--- config.mk ---
export PLATFORM = sky130hd
export DESIGN_NAME = mem_stage_lsu
export DESIGN_NICKNAME = d
export VERILOG_FILES = /design/src/rtl/mem_stage_lsu.sv
export SDC_FILE = /design/constraint.sdc
export NUM_CORES = 1
export LEC_CHECK = 0
export ABC_AREA = 0
export ABC_CLOCK_PERIOD_IN_PS = 5110
export CAP_MARGIN = 20
export CORE_MARGIN = 4
export CORE_UTILIZATION = 45
export DETAILED_ROUTE_END_ITERATION = 16
export PLACE_DENSITY = 0.84
export SLEW_MARGIN = 20
export SYNTH_ARGS = -nofsm -noshare
export SYNTH_HDL_FRONTEND = slang
export SYNTH_SLANG_ARGS = --single-unit
export TNS_END_PERCENT = 50
--- constraint.sdc ---
create_clock -name i_clk -period 5.11 [get_ports i_clk]
set_clock_uncertainty 0.1 [all_clocks]
set_input_delay 1.022 -clock i_clk [delete_from_list [all_inputs] [get_ports i_clk]]
set_output_delay 1.022 -clock i_clk [all_outputs]
set_load 0.01 [all_outputs]
--- src/rtl/mem_stage_lsu.sv ---
// rtl/mem_stage_lsu.sv - MEM-stage load/store unit: EX/MEM controls to req/ready/rvalid data-memory access
// Aligns store lanes, extracts and extends load data, stalls while an access is outstanding.
module mem_stage_lsu #(
  parameter int TIMEOUT = 16
) (
  input  logic        i_clk,
  input  logic        i_rst,
  input  logic [31:0] alu_data_M,
  input  logic [31:0] store_data_M,
  input  logic [2:0]  lsu_op_M,
  input  logic        mem_rd_M,
  input  logic        mem_wr_M,
  output logic [31:0] read_data_M,
  output logic        stall_M,
  output logic        err_M,
  output logic        o_dmem_req,
  output logic        o_dmem_we,
  output logic [31:0] o_dmem_addr,
  output logic [31:0] o_dmem_wdata,
  output logic [3:0]  o_dmem_be,
  input  logic        i_dmem_ready,
  input  logic        i_dmem_rvalid,
  input  logic [31:0] i_dmem_rdata
);

  localparam int CW = $clog2(TIMEOUT + 1);

  typedef enum logic [1:0] {IDLE, REQ, WAIT, DONE} state_t;

  state_t      state;
  logic [CW-1:0] cnt;
  logic [31:0] cap;
  logic [2:0]  op_q;
  logic [1:0]  a_q;
  logic        ld_q;
  logic        err_q;

  logic        acc, bad, op_ok, misal;
  logic [3:0]  st_be;
  logic [31:0] st_wdata;
  logic [7:0]  ld_b;
  logic [15:0] ld_h;

  assign acc = mem_rd_M | mem_wr_M;

  always_comb begin
    op_ok = 1'b0;
    case (lsu_op_M)
      3'b000, 3'b001, 3'b010, 3'b100, 3'b101: op_ok = 1'b1;
      default: op_ok = 1'b0;
    endcase
  end

  assign misal = ((lsu_op_M[1:0] == 2'b01) && alu_data_M[0]) ||
                 ((lsu_op_M[1:0] == 2'b10) && (alu_data_M[1:0] != 2'b00));
  assign bad   = !op_ok || misal || (mem_rd_M && mem_wr_M);

  // Store data is replicated across lanes; the byte enables select the lanes that land.
  always_comb begin
    st_be    = 4'b1111;
    st_wdata = store_data_M;
    case (lsu_op_M[1:0])
      2'b00: begin
        st_be    = 4'b0001 << alu_data_M[1:0];
        st_wdata = {4{store_data_M[7:0]}};
      end
      2'b01: begin
        st_be    = alu_data_M[1] ? 4'b1100 : 4'b0011;
        st_wdata = {2{store_data_M[15:0]}};
      end
      default: begin
        st_be    = 4'b1111;
        st_wdata = store_data_M;
      end
    endcase
  end

  always_ff @(posedge i_clk or posedge i_rst) begin
    if (i_rst) begin
      state        <= IDLE;
      cnt          <= '0;
      cap          <= '0;
      op_q         <= '0;
      a_q          <= '0;
      ld_q         <= 1'b0;
      err_q        <= 1'b0;
      o_dmem_req   <= 1'b0;
      o_dmem_we    <= 1'b0;
      o_dmem_addr  <= '0;
      o_dmem_wdata <= '0;
      o_dmem_be    <= '0;
    end else begin
      case (state)
        IDLE: begin
          if (acc && !bad) begin
            state        <= REQ;
            cnt          <= '0;
            cap          <= '0;
            err_q        <= 1'b0;
            op_q         <= lsu_op_M;
            a_q          <= alu_data_M[1:0];
            ld_q         <= mem_rd_M;
            o_dmem_req   <= 1'b1;
            o_dmem_we    <= mem_wr_M;
            o_dmem_addr  <= {alu_data_M[31:2], 2'b00};
            o_dmem_wdata <= mem_wr_M ? st_wdata : 32'd0;
            o_dmem_be    <= mem_wr_M ? st_be : 4'b0000;
          end
        end
        REQ: begin
          cnt <= cnt + 1'b1;
          // Acceptance wins over timeout so a handshake that completes is never lost.
          if (i_dmem_ready || (cnt >= CW'(TIMEOUT - 1))) begin
            o_dmem_req   <= 1'b0;
            o_dmem_we    <= 1'b0;
            o_dmem_addr  <= '0;
            o_dmem_wdata <= '0;
            o_dmem_be    <= '0;
            if (i_dmem_ready) begin
              state <= ld_q ? WAIT : DONE;
            end else begin
              err_q <= 1'b1;
              state <= DONE;
            end
          end
        end
        WAIT: begin
          cnt <= cnt + 1'b1;
          if (i_dmem_rvalid) begin
            cap   <= i_dmem_rdata;
            state <= DONE;
          end else if (cnt >= CW'(TIMEOUT - 1)) begin
            err_q <= 1'b1;
            state <= DONE;
          end
        end
        DONE: begin
          state <= IDLE;
        end
        default: state <= IDLE;
      endcase
    end
  end

  assign ld_b = cap[{a_q, 3'b000} +: 8];
  assign ld_h = cap[{a_q[1], 4'b0000} +: 16];

  always_comb begin
    read_data_M = 32'd0;
    if ((state == DONE) && ld_q && !err_q) begin
      case (op_q)
        3'b000:  read_data_M = {{24{ld_b[7]}}, ld_b};
        3'b100:  read_data_M = {24'd0, ld_b};
        3'b001:  read_data_M = {{16{ld_h[15]}}, ld_h};
        3'b101:  read_data_M = {16'd0, ld_h};
        default: read_data_M = cap;
      endcase
    end
  end

  assign stall_M = !i_rst && (((state == IDLE) && acc && !bad) || (state == REQ) || (state == WAIT));
  assign err_M   = !i_rst && (((state == IDLE) && acc && bad) || ((state == DONE) && err_q));

endmodule

---- Word level (Yosys, flattened, before mapping) ----
Index checks and enable logic that the tools add are counted.
storage, ports and cells
  register bits after elaboration ......... 116
  bits of input ports ..................... 105
  word-level logic and storage cells ...... 116
cells by class
  add/subtract/negate cells ............... 1
  equal/unequal tests ..................... 19
  mux-type cells .......................... 39
  reductions and logical operators ........ 40
  magnitude comparators ................... 1
  bitwise operators ....................... 1
  shift operators ......................... 3
operators by type and width
  kind                                                                                 number
  32-bit one-hot mux with 2 select lines                                               4
  32-bit two-way mux                                                                   7
  32-bit one-hot mux with 4 select lines                                               1
  32-bit by 6-bit variable part select with 16-bit output                              1
  32-bit by 6-bit variable part select with 8-bit output                               1
  4-bit two-way mux                                                                    4
  4-bit one-hot mux with 2 select lines                                                2
  3-bit == test, second input constant                                                 4
  1-bit logical AND                                                                    12
  2-bit inequality test, second input constant                                         6
  1-bit two-way mux                                                                    11
  5-bit one-hot mux with 2 select lines                                                1
  3-bit AND reduction                                                                  3
  2-bit two-way mux                                                                    4
  2-bit one-hot mux with 4 select lines                                                1
  2-bit nonzero test                                                                   4
  1-bit logical OR                                                                     7
  2-bit == test, second input constant                                                 3
  3-bit by 1-bit == test with 1-bit output, second input constant                      2
  3-bit logical NOT                                                                    2
  6-bit AND reduction                                                                  1
  5-bit by 1-bit adder with 5-bit output, second input constant                        1
  5-bit by 4-bit greater-or-equal comparator with 1-bit output, second input constant  1
  5-bit two-way mux                                                                    1
  other kinds (13)                                                                     20

---- Logic depth before layout (Yosys ltp) ----
  depth in word-level cells ............... 11
  gate-level depth with buffers ........... 8
  gate-level depth less buffers ........... 6

---- Worst setup path before layout ----
Ideal clock, no wire load.
  path type ............................... input to output
  from .................................... input alu_data_M[1]
  to ...................................... output stall_M
  required time ........................... 3.988 ns
  cell stages on the path ................. 4
  buffers on the path ..................... 0
  data arrival time ....................... 1.953 ns
  path slack .............................. 2.035 ns
  cells stage by stage .................... nor4_4 > o21a_1 > nand2_1 > a21oi_1
on the way
  cells in the longest elaborated chain, start to end .. 10
ends and longest elaborated chain
  item                            RTL line  RTL
  start: declaration              8         input logic [31:0] alu_data_M,
  2-bit nonzero test              55        ((lsu_op_M[1:0] == 2'b10) && (alu_data_M[1:0] != 2'b00));
  1-bit logical AND               55
  1-bit logical OR                54        assign misal = ((lsu_op_M[1:0] == 2'b01) && alu_data_M[0]) ||
  1-bit logical OR (2 in series)  56        assign bad = !op_ok || misal || (mem_rd_M && mem_wr_M);
  1-bit logical NOT               161       assign stall_M = !i_rst && (((state == IDLE) && acc && !bad) || (state == REQ) || (state == WAIT));
  1-bit logical AND               161
  1-bit logical OR (2 in series)  161
  1-bit logical AND               161
  end: declaration                14        output logic stall_M,
Every way passes these cells.

---- Worst setup path after layout ----
  from .................................... register a_q[1]
  to ...................................... output read_data_M[13]
on the way
  cells in the longest elaborated chain, start to end .. 3
  elaborated cells on any way between the ends .. 4
  classes of those cells .................. 2 x shift; 2 x mux
ends and longest elaborated chain
  item                                                                                                                               RTL line  RTL
  start: declaration                                                                                                                 34        logic [1:0] a_q;
  start signal: assignment                                                                                                           101       a_q <= alu_data_M[1:0];
  32-bit by 6-bit variable part select with 16-bit output or 32-bit by 6-bit variable part select with 8-bit output (tied branches)  146, 145
  32-bit one-hot mux with 4 select lines *                                                                                           151       case (op_q)
  32-bit two-way mux *                                                                                                               150       if ((state == DONE) && ld_q && !err_q) begin
  end: declaration                                                                                                                   13        output logic [31:0] read_data_M,
Every way passes the cells marked *; elsewhere a longest branch is shown, timed or not.

==> results <==
worst min path at each step:
stage | from | endpoint | slack, ps | cells after the start
5_1_grt | o_dmem_wdata[9]$_DFFE_PP0P_ | o_dmem_wdata[9]$_DFFE_PP0P_ | 410 | 1
2_1_floorplan | cap[6]$_DFFE_PP0P_ | cap[6]$_DFFE_PP0P_ | 370 | 1
3_5_place_dp | o_dmem_we$_DFFE_PP0P_ | o_dmem_we$_DFFE_PP0P_ | 370 | 1
3_3_place_gp | o_dmem_we$_DFFE_PP0P_ | o_dmem_we$_DFFE_PP0P_ | 360 | 1
4_1_cts | o_dmem_wdata[9]$_DFFE_PP0P_ | o_dmem_wdata[9]$_DFFE_PP0P_ | 390 | 1
6_report | o_dmem_we$_DFFE_PP0P_ | o_dmem_we$_DFFE_PP0P_ | 400 | 1
routing by layer:
metal | GRT usage | vias to the layer above | part of all wire
met5 | 0 | - | 0.00044
met4 | 0.105 | 2 | 0.028
met3 | 0.0987 | 41 | 0.10
met2 | 0.405 | 299 | 0.47
met1 | 0.303 | 2542 | 0.40
li1 | - | 2303 | -
kinds of logic after synthesis:
| family | count (synthesis) | synth area share |
|---|---|---|
| adders and majority gates | 6 | 0.0132 |
| muxes | 38 | 0.0751 |
| xor gates and xnor gates | 1 | 0.00154 |
| buffers and inverters | 56 | 0.0513 |
| other | 1 | 0.000660 |
| AOI/OAI and AO/OA | 179 | 0.253 |
| and+or+nand+nor | 114 | 0.103 |
| DFF | 114 | 0.502 |
worst register-to-register path, delay by kind of cell, from the launching register on:
family                     cells  cell delay, ps
adders and majority gates      2             470
DFF                            1             420
and+or+nand+nor                1             200
AOI/OAI and AO/OA              3            1380
registers in the layout (all words and copies together) (netlist names):
signal        count
o_dmem_we         1
cnt               5
err_q             1
op_q              3
o_dmem_req        1
state             2
ld_q              1
cap              32
o_dmem_be         4
o_dmem_addr      30
o_dmem_wdata     32
a_q               2
per-stage QoR:
step,util,std cells,cell area (um2)
after global routing,0.697,884,8470
after detailed placement,0.641,852,7800
after global placement,0.641,852,7800
final,0.697,884,8470
after floorplan,-,510,5680
after CTS,0.696,884,8470
layout make-up:
cell class,count,area [um2]
clock buffers,20,467
repair buffers,215,2130
fillers,868,3690
multi-input cells,340,2550
inverters,15,58.8
clock inverters,12,201
well taps,168,210
flip-flops and latches,114,2850
cell usage in the layout, fill, tap and decap left out, drive strengths merged, types with 17 or more instances in the layout:
| cell | instances |
|---|---|
| o21ai | 26 |
| nor2b | 21 |
| nand2 | 36 |
| a22o | 80 |
| clkdlybuf4s50 | 206 |
| clkbuf | 20 |
| nor3 | 22 |
| mux2i | 28 |
| inv | 17 |
| o2bb2ai | 21 |
| dfrtp | 114 |
report_power, final:
group | total (uW) | internal [uW] | switching (uW)
clock | 1340 | 906 | 430
combinational | 1960 | 967 | 994
sequential | 1550 | 1230 | 324
total | 4850 | 3100 | 1750
cells in the mapped netlist (2+ instances only):
| master | count |
|---|---|
| a21o_1 | 2 |
| o21a_1 | 2 |
| nor2b_1 | 21 |
| inv_1 | 15 |
| nand3_1 | 3 |
| nor3_1 | 22 |
| a211o_1 | 4 |
| o2bb2ai_1 | 21 |
| nand2b_1 | 5 |
| clkbuf_1 | 18 |
| o221a_2 | 5 |
| o21ai_0 | 24 |
| a221oi_1 | 6 |
| nor2_1 | 14 |
| a22o_1 | 79 |
| o211a_1 | 2 |
| nor4b_1 | 2 |
| ha_1 | 6 |
| buf_4 | 6 |
| mux2i_1 | 28 |
| buf_6 | 6 |
| or2_2 | 2 |
| nand2_1 | 36 |
| a31oi_1 | 5 |
| and2_1 | 2 |
| mux4_2 | 3 |
| buf_2 | 11 |
| dfrtp_1 | 114 |
| a21oi_1 | 13 |
| mux2_2 | 7 |
==> flow_results.org <==
** Timing
- Setup repair after global routing left no endpoint under its margin.
- The final-report hold violation count was 0.
- The worst path in the final design needs a cycle of 4420 ps, including I/O delays and setup.
- In the finished design, the share of the clock period the worst path needs comes to 0.866.
- Max Clock Freq :: 0.226 GHz
- Worst Max-Slew Pin Slew :: 959 ps
- Adding up every negative setup slack in the final design gives 0 ps.
- In this run the tightest slew margin relative to its limit is 0.359.
- Final hold analysis gives a worst-case slack of 395 ps.
- Worst setup slack after layout :: 686 ps
- Setup violations remaining at the end of the flow were counted as 0.
- Final-report max-slew violation count :: 0

** Floorplan
- During I/O placement, the number of pins put on the boundary was 209.
- The floorplan has 40 rows.
- Starting density of the core :: 0.467
- Std-Cell Core Area :: 12200 um2
- The die covers 14500 um2.
- The die is 120 um wide.
- From bottom edge to top edge, the die measures 120 um.

** Worst setup path
- Worst setup endpoint :: read_data_M[13]
- Buffering stage count on the worst path with inverters included :: 1
- Counting cells, the worst reg-to-reg path comes to 6.
- In this run the worst setup path begins at a_q[1]$_DFFE_PP0P_.
- Logic depth of the worst path, buffers included :: 5
- In this design, the stage delay of the slowest critical-path cell is 960 ps.
- Arrival time of the worst setup path :: 3300 ps
- The startpoint identified for the worst register-to-register timing path is cnt[0]$_DFFE_PP0P_.
- On the critical path, the stage with the largest delay is an instance of dfrtp_1.
- The worst setup path is launched from a flop.
- Endpoint class of the critical path :: output pin
- The endpoint identified for the worst register-to-register timing path is o_dmem_wdata[26]$_DFFE_PP0P_.
- Minimum setup slack among reg-to-reg paths :: 2470 ps
- Cell-by-cell trace of the critical path :: mux4_2, a21oi_1, o21ai_0, o211a_1, clkdlybuf4s50_1
- Maximum fanout count along the critical path :: 30
- Critical path start-end classification :: reg2out
- For the worst setup path, the data required time is 3990 ps.
- Top cell family by delay on the critical path :: flip-flops

** Synthesis
- Fraction of registers with async set/reset :: 1.00
- Yosys cell types :: 55
- Number of synthesized register bits :: 114
- For this run, the leading register cell type out of synthesis is dfrtp_1.
- Post-synthesis instance area :: 5680 um2
- The largest total area in the synthesized netlist belongs to dfrtp_1.
- Sequential fraction of the synthesis area :: 0.502
- Number of flops mapped to enable cells by yosys :: 0
- The Yosys step of the flow raised 0 warnings.
- Top cells by area in the synthesized netlist :: dfrtp_1, a22o_1, mux2i_1
- Each instance of the synthesized netlist takes up on average 11.2 um2.
- Synthesized netlist cell count :: 509
- Of the post-synthesis cell area, the dominant cell type holds 0.502.

** Power
- Leak Pwr :: 0.00366 uW
- In this run the power density over the cells is 573 nW/um2.
- PnR Total Power :: 4850 uW
- The worst-case IR drop observed on VDD is 0.000284 V.

** Drt
- Iteration-0 DRC count of the detailed router :: 542
- DRC violations left :: 0
- After detailed routing, the number of vias per cell comes to 5.87.
- Via count of the routed design :: 5187
- After detailed routing, the average wire length per cell comes to 20.8 um.
- Wirelength, routed :: 18400 um
- The first detailed-routing pass ran for 6 iterations.
- The count of nets left with antenna violations once routing finished came out at 0.

** Global route
- Number of antenna violations at the first check in global routing :: 1
- The first global-routing pass estimated 28300 um of wire.
- Largest net degree at the start of global routing :: 69
- The via count of the first global-routing pass was 5344.
- Global-route total usage across every layer :: 0.252
- The total overflow left after global routing is 0.

** Place
- Routability-driven placement finished with a final weighted congestion of 0.949.
- Timing analysis after detailed placement gives a worst setup slack of 736 ps.
- Input and output buffers added on the ports amount to 206.
- Once detailed placement completed, the half-perimeter wirelength came to 13100 um.

** CTS
- Post-cts gate resize count :: 0
- Max Root-Sink Buffers :: 2
- At the later pin of the worst-skew pair, clock insertion delay measures 410 ps.
- The cell sitting at the root of the clock tree is a clkbuf_16.
- After clock tree synthesis, the clock-pin slew on the worst setup and hold paths is 60 ps.
- Total of hold buffers inserted after clock tree synthesis :: 0
- CTS tree :: done
- For this design, the sink count on the clock tree is 114.
- The clock tree synthesis step divided the H-tree into 4 levels.
- Number of buffers added by the clock tree synthesis step :: 17
- After clock tree synthesis, the setup repair step added 0 buffers.

** Cells and area
- For this run, the post-layout net count is 814.
- The number of antenna diodes in the final layout is 0.
- Proportion of layout cells with a drive suffix above 1 :: 0.0936
- Relative area change from synthesis to final layout :: 49.2%

** Min path
- The worst hold path belongs to the class reg2reg.

** Job
- Across the run, the number of max-cap violations was 0.

** Status
- The run finished with clean final reports.
No activity file was read; power rests on OpenSTA's default activity.
